## src/rtl/mem_pkg.sv

```systemverilog
// mem_pkg: shared widths and controller state encoding for the burst RAM path
package mem_pkg;
  localparam int DEPTH_BITS = 6;
  localparam int DATA_BITS = 8;
  localparam int LEN_BITS = 4;
  typedef enum logic [1:0] {IDLE, WRITE, READ} ctrl_state_t;
endpackage

```

## src/rtl/mem_burst_ctrl_ram.sv

```systemverilog
// ram_64x8: single-port synchronous RAM; ports clk/rst, enable, read_write (1=write), address, data_input, registered data_output
module ram_64x8
  import mem_pkg::*;
#(
  parameter int AW = DEPTH_BITS,
  parameter int DW = DATA_BITS
) (
  input  logic          clk,
  input  logic          rst,
  input  logic          enable,
  input  logic          read_write,
  input  logic [AW-1:0] address,
  input  logic [DW-1:0] data_input,
  output logic [DW-1:0] data_output
);
  logic [DW-1:0] mem [2**AW];
  logic [DW-1:0] data_output_d, data_output_q;
  assign data_output_d = (enable && !read_write) ? mem[address] : data_output_q;
  assign data_output = data_output_q;
  always_ff @(posedge clk) begin
    if (rst) data_output_q <= '0;
    else data_output_q <= data_output_d;
  end
  // storage is deliberately left out of reset so contents survive a controller reset
  always_ff @(posedge clk) begin
    if (enable && read_write) mem[address] <= data_input;
  end
endmodule

```

## src/rtl/mem_burst_ctrl.sv

```systemverilog
// mem_burst_ctrl: sequences read/write bursts (req_*) into single-beat RAM accesses; wr_* streams write beats in, rd_* streams read beats out, busy flags a burst in flight
module mem_burst_ctrl
  import mem_pkg::*;
#(
  parameter int DEPTH_BITS = mem_pkg::DEPTH_BITS,
  parameter int DATA_BITS = mem_pkg::DATA_BITS,
  parameter int LEN_BITS = mem_pkg::LEN_BITS
) (
  input  logic                  clk,
  input  logic                  rst,
  input  logic                  req_valid,
  output logic                  req_ready,
  input  logic                  req_write,
  input  logic [DEPTH_BITS-1:0] req_addr,
  input  logic [LEN_BITS-1:0]   req_len,
  input  logic                  wr_valid,
  output logic                  wr_ready,
  input  logic [DATA_BITS-1:0]  wr_data,
  output logic                  rd_valid,
  output logic [DATA_BITS-1:0]  rd_data,
  output logic                  rd_last,
  output logic                  busy
);
  ctrl_state_t state_d, state_q;
  logic [DEPTH_BITS-1:0] addr_d, addr_q;
  logic [LEN_BITS-1:0] cnt_d, cnt_q;
  logic rd_valid_d, rd_valid_q, rd_last_d, rd_last_q;
  logic ram_en, ram_rw;
  always_comb begin
    state_d = state_q;
    addr_d = addr_q;
    cnt_d = cnt_q;
    ram_en = 1'b0;
    ram_rw = 1'b0;
    rd_valid_d = 1'b0;
    rd_last_d = 1'b0;
    case (state_q)
      IDLE: if (req_valid) begin
        addr_d = req_addr;
        cnt_d = req_len;
        state_d = req_write ? WRITE : READ;
      end
      WRITE: if (wr_valid) begin
        ram_en = 1'b1;
        ram_rw = 1'b1;
        addr_d = addr_q + 1'b1;
        cnt_d = (cnt_q == '0) ? cnt_q : cnt_q - 1'b1;
        state_d = (cnt_q == '0) ? IDLE : WRITE;
      end
      READ: begin
        ram_en = 1'b1;
        rd_valid_d = 1'b1;
        rd_last_d = (cnt_q == '0);
        addr_d = addr_q + 1'b1;
        cnt_d = (cnt_q == '0) ? cnt_q : cnt_q - 1'b1;
        state_d = (cnt_q == '0) ? IDLE : READ;
      end
      default: state_d = IDLE;
    endcase
  end
  always_ff @(posedge clk) begin
    if (rst) begin
      state_q <= IDLE;
      addr_q <= '0;
      cnt_q <= '0;
      rd_valid_q <= 1'b0;
      rd_last_q <= 1'b0;
    end else begin
      state_q <= state_d;
      addr_q <= addr_d;
      cnt_q <= cnt_d;
      rd_valid_q <= rd_valid_d;
      rd_last_q <= rd_last_d;
    end
  end
  assign req_ready = (state_q == IDLE);
  assign wr_ready = (state_q == WRITE);
  assign busy = (state_q != IDLE);
  assign rd_valid = rd_valid_q;
  assign rd_last = rd_last_q;
  ram_64x8 #(.AW(DEPTH_BITS), .DW(DATA_BITS)) u_ram (
    .clk(clk),
    .rst(rst),
    .enable(ram_en),
    .read_write(ram_rw),
    .address(addr_q),
    .data_input(wr_data),
    .data_output(rd_data)
  );
endmodule

```

## config.mk

```make
export PLATFORM = sky130hd
export DESIGN_NAME = mem_burst_ctrl
export DESIGN_NICKNAME = d
export VERILOG_FILES = /design/src/rtl/mem_pkg.sv /design/src/rtl/mem_burst_ctrl_ram.sv /design/src/rtl/mem_burst_ctrl.sv
export SDC_FILE = /design/constraint.sdc
export NUM_CORES = 1
export LEC_CHECK = 0
export CORE_MARGIN = 5
export CORE_UTILIZATION = 55
export DETAILED_ROUTE_END_ITERATION = 7
export GPL_ROUTABILITY_DRIVEN = 0
export PLACE_DENSITY = 0.72
export SLEW_MARGIN = 20
export SYNTH_ARGS = -nofsm -noshare
export SYNTH_HDL_FRONTEND = slang
export SYNTH_SLANG_ARGS = --single-unit
export TNS_END_PERCENT = 100
```

## constraint.sdc

```tcl
create_clock -name clk -period 4.2 [get_ports clk]
set_input_delay 0.63 -clock clk [delete_from_list [all_inputs] [get_ports clk]]
set_output_delay 0.63 -clock clk [all_outputs]
set_load 0.1 [all_outputs]
```

* After elaboration in Yosys (flattened, before gate mapping)
Memory sizes are Yosys's and may differ from the RTL's. A register that Yosys moved wholly into a read port is not among the register bits.
Index checks and enable logic that the tools add are counted.
** Word-level totals
- Output and inout port bits :: 13
- Register bits after elaboration :: 14
- Bits in writable memories :: 512
- Word-level logic and storage cells :: 42
- Memories :: 1
** Operators by class
- Reduce and logical (&&, ||, !) cells :: 10
- Add/sub/neg operators :: 2
- Mux-type cells :: 19
- Bitwise gates (word level) :: 1
- Equal/unequal tests :: 4
** Memories
- u_ram.mem :: depth 64, bits a word 8, read ports 1, clocked after Yosys merged registers in 1, write ports 1, line mem_burst_ctrl_ram.sv:16 : logic [DW-1:0] mem [2**AW];
** Operator list (count)
- $pmux 6 s3 :: 1
- $mux 4 :: 3
- $mux 6 :: 2
- $pmux 4 s3 :: 1
- $mux 2 :: 4
- $add 6x1->6 const B :: 1
- $mux 1 :: 6
- $pmux 2 s3 :: 1
- $logic_not 4->1 :: 1
- $ne 2x2->1 const B :: 2
- $sub 4x1->4 const B :: 1
- $reduce_and 3->1 :: 1
- $reduce_bool 3->1 :: 1
- $eq 2x1->1 const B :: 1
- $eq 2x2->1 const B :: 1
- $logic_and 1x1->1 :: 2
- $logic_not 2->1 :: 1
- $pmux 1 s2 :: 1
- $reduce_and 2->1 :: 1
- $reduce_bool 2->1 :: 1
- $reduce_or 2->1 :: 1
- $logic_not 1->1 :: 1
- $not 1->1 :: 1

* Longest topological paths before layout
- Word-level depth :: 5
- Mapped depth :: 10
- Depth with buffers taken out :: 8

* Cells and area by module
Synthesis repeated with hierarchy kept, for this count alone.
** Unflattened totals
- Cell total of the unflattened synthesis :: 1291
- Area total of the unflattened synthesis :: 21473.1 sq um
** Modules (own cells, without submodules)
- ram_64x8 :: instances 1, cells an instance 1183, area each 20576.0 sq um
- mem_burst_ctrl :: instances 1, cells an instance 108, area each 897.1 sq um

* Worst setup path before layout
Ideal clock, no wire load.
- Path type :: register to register
- Start point :: register state_q[0]
- End point :: register addr_q[3]
- Stages on the path, launching flop included :: 9
- Arrival time :: 2.978 ns
- Path slack :: 1.094 ns
- Period minus slack after synthesis :: 3.106 ns
- Data required time :: 4.072 ns
- Cells stage by stage :: dfxtp_1 > inv_1 > ha_1 > inv_1 > o22ai_1 > nor2_1 > clkbuf_1 > a22oi_1 > nor2_1
** On the way
- Longest elaborated chain between the ends :: 3
- Elaborated cells between the ends (all ways) :: 8
** Ends and longest elaborated chain
- from (decl) :: line mem_burst_ctrl.sv:24 : ctrl_state_t state_d, state_q;
- from (signal assigned) :: line mem_burst_ctrl.sv:69 : state_q <= state_d;
- $logic_not 2->1 (*)
- net req_ready :: line mem_burst_ctrl.sv:12 : output logic req_ready,
- $ne 2x2->1 (no line) / $reduce_bool 3->1 (equally long branches)
- $reduce_and 3->1 (no line)
- to (signal assigned) :: line mem_burst_ctrl.sv:70 : addr_q <= addr_d;
- to (decl) :: line mem_burst_ctrl.sv:25 : logic [DEPTH_BITS-1:0] addr_d, addr_q;
The timed path passes the listed nets; every way through them passes the cells marked *.
A chain may end at the register's enable or synchronous reset.

* Worst setup path in the final report
- Start point :: register addr_q[1]
- End point :: memory u_ram.mem[54][5] (netlist name) (enable)
** RTL lines (line)
- to (decl) :: mem_burst_ctrl_ram.sv:16
No word-level cell before the write port.

==> run_results.csv <==
group,metric,value,unit
clock_network,cts_setup_buffers,0,
floorplan,initial_core_util,55.9,%
power_and_ir_drop,combPwrFrac,19.7,%
synthesis,synth_top_family_by_area,"compound AO/OA/AOI/OAI gates",
routing,avgRoutedWirePerCell,29.6,um
power_and_ir_drop,p_leak,7.56,nW
synthesis,synthDistinctLibCells,65,
floorplan,coreArea,37800,um2
timing,post-route-min-period,3.42,ns
global_routing,grt_max_degree,56,
power_and_ir_drop,p_sw,0.00382,W
placed_design,placed_cells,1849,
power_and_ir_drop,seqPwrFrac,46.6,%
global_routing,grt_pass1_vias,12644,
global_routing,grt_usage,27.2,%
synthesis,synth-xor-area-share,0,%
routing,num_vias,13083,
placed_design,dp_hpwl,36200,um
routing,drc_errors,0,
job,timing.max_cap.violations,0,
cells_and_area,fillers,2740,
cells_and_area,final_common_cell,"edfxtp_1",
placed_design,preCtsSetupSlack,0.975,ns
power_and_ir_drop,swShare,29.4,%
timing,tightest_slew,1.22,ns
synthesis,yosys_warnings,0,
worst_setup_path,crit_type,"flip-flop to flip-flop",
synthesis,synth-seq-area-share,74.8,%
floorplan,die_w,206,um
global_routing,antenna_found_initial,2,
power_and_ir_drop,p_int,0.00919,W
synthesis,syn_avg_cell_area,16.1,um2
power_and_ir_drop,p_per_area,543,nW/um2
worst_setup_path,start_kind,"flip-flop",
cells_and_area,final_cell_count_no_fill,1946,
synthesis,synth_edf_count,512,
clock_network,ctsHoldBuffers,0,
worst_setup_path,critPathRequiredTime,4.42,ns
placed_design,io_buffers,35,
synthesis,postSynthCellCount,1310,
synthesis,ys_ff_latch,534,
cells_and_area,drive_gt1_share,16.6,%
routing,totalWireLength,57700,um
routing,ant_nets,0,
routing,dr.pass1.iters,6,
worst_hold_path,holdCritPathClass,"flip-flop to flip-flop",
worst_setup_path,cp_max_fo,38,
cells_and_area,layout_common_cells,"512 x edfxtp_1, 121 x nor2_1, 83 x buf_4",
routing,viasPerCell,6.72,
floorplan,fp.dieArea,42500,um2
timing,period_share,81.5,%
worst_setup_path,cp.arrival,3.64,ns
clock_network,cts_tree,"built",
run_status,outcome,"complete, no violations",
power_and_ir_drop,power.total,0.0130,W
timing,fin_worst_skew,0.0168,ns
power_and_ir_drop,irDropWorstVdd,0.360,mV
timing,grt_setup_unrepaired,"false",
timing,hold_violations,0,
clock_network,cts_max_path_buffers,3,
synthesis,synth-simple-area-share,4.99,%
clock_network,clock_latency,0.59,ns
synthesis,async_flop_share,0,%
synthesis,syn-num-nets,1340,
timing,slew_headroom,18.6,%
global_routing,grt_pass1_wl,84500,um
timing,finalMaxSlewViolations,0,
synthesis,synthMuxAreaShare,6.41,%
clock_network,clkTransAtPathRegs,0.06,ns
floorplan,ios,36,
timing,max_freq,0.292,GHz
global_routing,overflow,0,
timing,finalSetupTns,0,ns
clock_network,cts_buffers,52,
floorplan,rows,71,
clock_network,ctsResizeCount,0,
synthesis,syn_area,21200,um2
cells_and_area,stdcell_area,23900,um2
routing,drt_iter0_drc,2070,
clock_network,clock_sinks,534,
worst_setup_path,endpoint_kind,"flip-flop",
power_and_ir_drop,p_clk_share,33.6,%
floorplan,die_height,206,um
synthesis,synth-compound-area-share,11.1,%
cells_and_area,nets,1422,
synthesis,synth_adder_area_share,0.414,%
synthesis,synth_ff_type,"edfxtp_1",
timing,setup_slack,0.778,ns
timing,setup_viol,0,
placed_design,placed_cell_area,22400,um2
clock_network,ctsRootBufferMaster,"clkbuf_16",
cells_and_area,area_growth,13.2,%
clock_network,htreeDepth,2,
## final timing paths
path / slack, ns / depth (start not counted) / end / from
min: 0.53 / 2 / cnt_q[1] / cnt_q[1]
max: 0.78 / 3 / u_ram.mem[54][5] / addr_q[1]
min reg2reg: 0.53 / 2 / cnt_q[1] / cnt_q[1]
max reg2reg: 0.78 / 3 / u_ram.mem[54][5] / addr_q[1]
## cells by family (layout without fill, tap and decap cells)
kind of cell    Yosys count  after routing
flops                   534            534
simple gates            238            238
fa+ha+maj                 7              7
buf+inv                 106            230
other cells               0              1
mux                     105            105
compound gates          320            320
## metal layers
metal	track usage, %	part of all wire (%)	routed length, um
met5	0	0.021	12
met4	9.17	3.5	2040
met3	7.00	13	7480
met2	40.5	45	25800
met1	39.8	39	22300
## synth_stat cells, drive strengths merged (8+ instances only)
cell / number / share of area (%)
mux2: 44 / 2.4
inv: 14 / 0.25
a221oi: 67 / 2.8
o21ai: 46 / 1.1
and3: 9 / 0.27
mux4: 19 / 2.1
nor2: 124 / 2.2
nor3: 11 / 0.26
nand2: 52 / 0.92
a22oi: 62 / 2.2
buf: 57 / 1.4
a22o: 11 / 0.46
a211oi: 8 / 0.28
clkbuf: 35 / 0.62
a21oi: 36 / 0.85
dfxtp: 22 / 2.1
o22ai: 24 / 0.71
edfxtp: 512 / 73
mux2i: 42 / 2.0
nand3: 8 / 0.19
## registers in the layout (all words and copies together), names as in the netlist
| name | flops |
|---|---|
| cnt_q | 4 |
| addr_q | 6 |
| rd_last | 1 |
| u_ram.data_output | 8 |
| state_q | 2 |
| u_ram.mem | 512 |
| rd_valid | 1 |
## power by group through the flow
stage | logic (W) | clock network (W) | registers [W]
floorplan | 0.00157 | 0 | 0.00616
global placement | 0.00247 | 0 | 0.00616
detailed placement | 0.00250 | 0 | 0.00617
CTS | 0.00252 | 0.00439 | 0.00605
global route | 0.00268 | 0.00465 | 0.00606
finish | 0.00257 | 0.00437 | 0.00606
## through the flow
step | hold slack [ns] | utilization (%)
after floorplan | 0.470 | -
after global placement | 0.487 | 59.1
after detailed placement | 0.519 | 59.1
after CTS | 0.528 | 63.2
after global routing | 0.548 | 63.2
final | 0.532 | 63.2
## final cells by class
cell class | instances | area, um2 | share of cell area (%)
Sequential cell | 534 | 15800 | 66.1
Multi-Input combinational cell | 670 | 4860 | 20.3
Clock buffer | 70 | 1410 | 5.89
Timing Repair Buffer | 120 | 973 | 4.07
Tap cell | 511 | 639 | 2.67
Clock inverter | 26 | 171 | 0.716
Inverter | 14 | 52.6 | 0.220
Antenna cell | 1 | 2.50 | 0.0105
## critical path, stage by stage (launching register included)
cell and delay, ns:
dfxtp_4 0.66, nor2b_2 0.85, nand2_1 0.72, nor2_1 0.81
(Power assumes the default switching activity.)
==> patch 1 (config.mk and constraints unchanged) <==
The 3 states of `ctrl_state_t` get a one-hot encoding in 3 bits.
--- a/src/rtl/mem_pkg.sv
+++ b/src/rtl/mem_pkg.sv
@@ -5,3 +5,3 @@
   localparam int LEN_BITS = 4;
-  typedef enum logic [1:0] {IDLE, WRITE, READ} ctrl_state_t;
+  typedef enum logic [2:0] {IDLE = 3'b001, WRITE = 3'b010, READ = 3'b100} ctrl_state_t;
 endpackage
Formal check against the unedited RTL: no difference found for any inputs over 4 cycles, from zero or initial values and one cycle with rst high; so few cycles prove little.
==> patch 1 against the unedited design <==
Sequential cell count is 1 higher. Routed wire length is 2.4% lower. Non-clock buffer count is 35 lower. Area after synthesis is 0.53% higher. Sequential share of layout area is 0.43 points higher. Via count is 5.0% lower. Global-route usage is 0.80 points lower. Worst setup slack better by 0.020 ns. Final cell count is 5.0% lower. Cell area is 0.52% lower.
Power is not compared: it rests on default switching activity, and its combinational part moved more than twofold at a synthesized area within 25%.
==> patch 1: results (changes against the unedited design) <==
metric;value;unit;change
placed_cell_area;22200;sq um;-0.81%
nFillCells;2705;;-1.3%
vias;12433;;-5.0%
grt_pass1_vias;12142;;-4.0%
ys_types;60;;-7.7%
finish.utilization;61.9;%;-1.3 points
ys_seq_area_share;74.5;%;-0.30 points
antenna_found_initial;0;;-2
reg2reg_slack;0.86;ns;+0.08 ns
clock_skew;0.0230;ns;+0.00617 ns
yosysWarningCount;0;;unchanged
reg2regPathDepth;7;;+4
status;complete, no violations;;
wl_per_cell;30.5;um;+2.7%
synth_commonest_cells;512 x edfxtp_1, 90 x nor2_1, 61 x mux2i_1, 53 x mux4_2, 51 x nand2_1;;
grt_pass1_wl;82200;um;-2.7%
layout-drive-gt1-share;17.1;%;+0.46 points
grt_usage;26.4;%;-0.80 points
post-dp-hpwl;34700;um;-4.2%
grt_max_degree;65;;+16%
critPathArrivalTime;2.77;ns;-0.87 ns
r2r-end;u_ram.data_output[6];;
hold_path_class;flop to flop;;
synthesis.nets;1255;;-6.3%
rr_startpoint;addr_q[2];;
crit_path_max_fanout;7;;-82%
antenna_cells;0;;-1
yosys-top-cells-area;edfxtp_1 72%, mux4_2 5.6%, mux2i_1 2.9%;;
drtIter0Drc;1754;;-15%
[patch 1: changes by cell type in the layout (fill, tap and decap cells not counted), moves of 19 or more]
cell	before	now
mux4_2	17	53
mux2i_1	42	61
a22oi_1	62	30
buf_4	83	50
o21ai_0	46	19
nor2_1	121	90
[patch 1: power by group through the flow]
stage | combinational [mW] | sequential [mW] | clock, mW
6_report | 0.922 | 5.93 | 4.52
5_1_grt | 0.960 | 5.93 | 4.76
4_1_cts | 0.908 | 5.93 | 4.53
3_5_place_dp | 0.902 | 6.04 | 0
3_3_place_gp | 0.895 | 6.04 | 0
2_1_floorplan | 0.594 | 5.99 | 0
[patch 1: cell type report]
| type | instances | area share, % |
|---|---|---|
| Clock inverter | 28 | 0.856 |
| Timing Repair Buffer | 85 | 2.94 |
| Sequential cell | 535 | 66.5 |
| Inverter | 10 | 0.158 |
| Tap cell | 518 | 2.72 |
| Multi-Input combinational cell | 604 | 20.7 |
| Clock buffer | 69 | 6.03 |
[patch 1: cells by family after synthesis]
family          after synthesis  synth area share [%]
fa+ha+maj                     2                 0.118
flops                       535                  74.5
compound gates              224                  7.65
simple gates                239                  5.60
mux                         139                  9.81
buf+inv                      91                  2.36
[patch 1: metal layers]
layer,global-route usage [%],wire length (um),vias to the layer above
met2,40.4,25700,894
li1,-,-,5098
met3,6.45,6360,177
met4,11.9,2900,0
met5,0,0,-
met1,36.7,21400,6264
[patch 1: worst max-delay path, cell delays in order, from the launching register on]
cell and delay (ns):
dfxtp_1 0.45, or3b_1 0.45, inv_1 0.15, clkdlybuf4s50_1 1.16
[patch 1: how the worst max path moves through the flow]
stage / start / endpoint / slack (ns)
2_1_floorplan: state_q[1] / u_ram.mem[0][0] / 1.45
3_3_place_gp: addr_q[2] / u_ram.data_output[6] / 0.92
3_5_place_dp: addr_q[2] / u_ram.data_output[6] / 0.90
4_1_cts: state_q[1] / wr_ready / 0.80
5_1_grt: state_q[1] / wr_ready / 0.68
6_report: state_q[1] / wr_ready / 0.80
[patch 1: stage by stage]
step / setup WS, ns / power [mW] / instances
after floorplan: 1.45 / 6.58 / 1230
after global routing: 0.679 / 11.6 / 1849
after global placement: 0.922 / 6.93 / 1752
after CTS: 0.805 / 11.4 / 1849
final: 0.798 / 11.4 / 1849
after detailed placement: 0.903 / 6.94 / 1752
==> patch 2 (same settings) <==
Made on the original files. Change the package constant `LEN_BITS` from 4 to 8.
--- a/src/rtl/mem_pkg.sv
+++ b/src/rtl/mem_pkg.sv
@@ -4,3 +4,3 @@
   localparam int DATA_BITS = 8;
-  localparam int LEN_BITS = 4;
+  localparam int LEN_BITS = 8;
   typedef enum logic [1:0] {IDLE, WRITE, READ} ctrl_state_t;
Interface: changed (resized req_len); port bits go from 36 to 40. No check against the original RTL was run, so the function may have changed too.
==> patch 2 against the unedited design <==
Area after synthesis is 1.9% higher. Die area up 1.8%. Cell area about the same. Total power grew 7.4%. Clock skew hardly changed. Worst setup slack improved by 0.036 ns. Routed wire length decreased by 5.0%. Synthesized cell count fell by 3.9%. Sequential cell count grew 4. Critical endpoint is now u_ram.data_output[0]. Highest routed layer unchanged.
==> patch 2: results (changes against the unedited design) <==
metric;value;unit;change
drtPass1Iterations;5;;-1
synth_commonest_cells;512 x edfxtp_1, 121 x nor2_1, 61 x a221oi_1, 54 x mux2i_1, 44 x mux4_2;;
fin_cells;1867;;-4.1%
dpl_worst_slack;0.907;ns;-0.0674 ns
grt_pass1_vias;12095;;-4.3%
grt_max_degree;77;;+38%
dp_cells;1771;;-4.2%
max-vdd-ir-drop;0.350;mV;-2.6%
vias;12500;;-4.5%
worst_slew_pin_slew;1.11;ns;-0.108 ns
synthesis.nets;1293;;-3.5%
cpMaxStageDelayCell;dfxtp_4;;
reg2reg_slack;0.81;ns;+0.04 ns
ys_seq_area_share;73.7;%;-1.0 points
placed_cell_area;22300;sq um;-0.42%
layout-drive-gt1-share;15.7;%;-0.88 points
status;complete, no violations;;
portBuffers;39;;+11%
ys_types;71;;+9.2%
postSynthAreaPerCell;17.1;sq um;+6.0%
crit_path_max_fanout;41;;+7.9%
nFillCells;2777;;+1.4%
grt_pass1_wl;80800;um;-4.4%
drtIter0Drc;1916;;-7.4%
antenna_cells;0;;-1
-- patch 2: cells by family after synthesis --
| logic type | after synthesis | share of synthesized area, % |
|---|---|---|
| flip-flops | 538 | 73.7 |
| multiplexers | 129 | 8.97 |
| AO/OA/AOI/OAI | 256 | 8.93 |
| buffers and inverters | 98 | 3.11 |
| AND/OR/NAND/NOR | 231 | 4.84 |
| adder cells (fa/ha/maj) | 7 | 0.406 |
-- patch 2: area by class of cell --
cell class                 instances  area (sq um)  share of cell area [%]
clock inverter                    24           228                   0.952
timing repair buffer              79           663                    2.77
inverter                          13          48.8                   0.204
sequential                       538         15900                    66.5
multi-input combinational        623          4990                    20.9
tap                              518           648                    2.71
clock buffer                      72          1430                    5.97
-- patch 2: stage by stage --
stage | utilization, % | hold WS, ns
floorplan | - | 0.458
global placement | 57.5 | 0.478
detailed placement | 57.5 | 0.482
CTS | 61.7 | 0.492
global route | 61.7 | 0.542
finish | 61.7 | 0.493
-- patch 2: power breakdown --
group          internal (mW)  total [mW]  switching, mW
Combinational           1.09        3.18           2.09
Sequential              5.96        6.23          0.271
Clock                   2.62        4.56           1.94
-- patch 2: path summary, 6_finish.rpt --
check	startpoint	end	depth (start not counted)
setup / recovery	addr_q[1]	u_ram.data_output[0]	7
hold reg to reg	cnt_q[1]	cnt_q[1]	2
hold / removal	cnt_q[1]	cnt_q[1]	2
setup reg to reg	addr_q[1]	u_ram.data_output[0]	7
-- patch 2: worst register-to-register path, cell delays in order, from the launching register on --
cell      delay [ns]
dfxtp_4         0.80
inv_1           0.67
buf_4           0.38
a221oi_1        0.27
nor2_1          0.09
a311oi_1        0.68
o32a_1          0.24
a311oi_1        0.09
-- patch 2: layer usage --
| metal | share of wire [%] | global-route usage [%] |
|---|---|---|
| met5 | 0.020 | 0 |
| met4 | 3.2 | 7.61 |
| met3 | 11 | 4.49 |
| met2 | 47 | 39.6 |
| met1 | 39 | 35.7 |
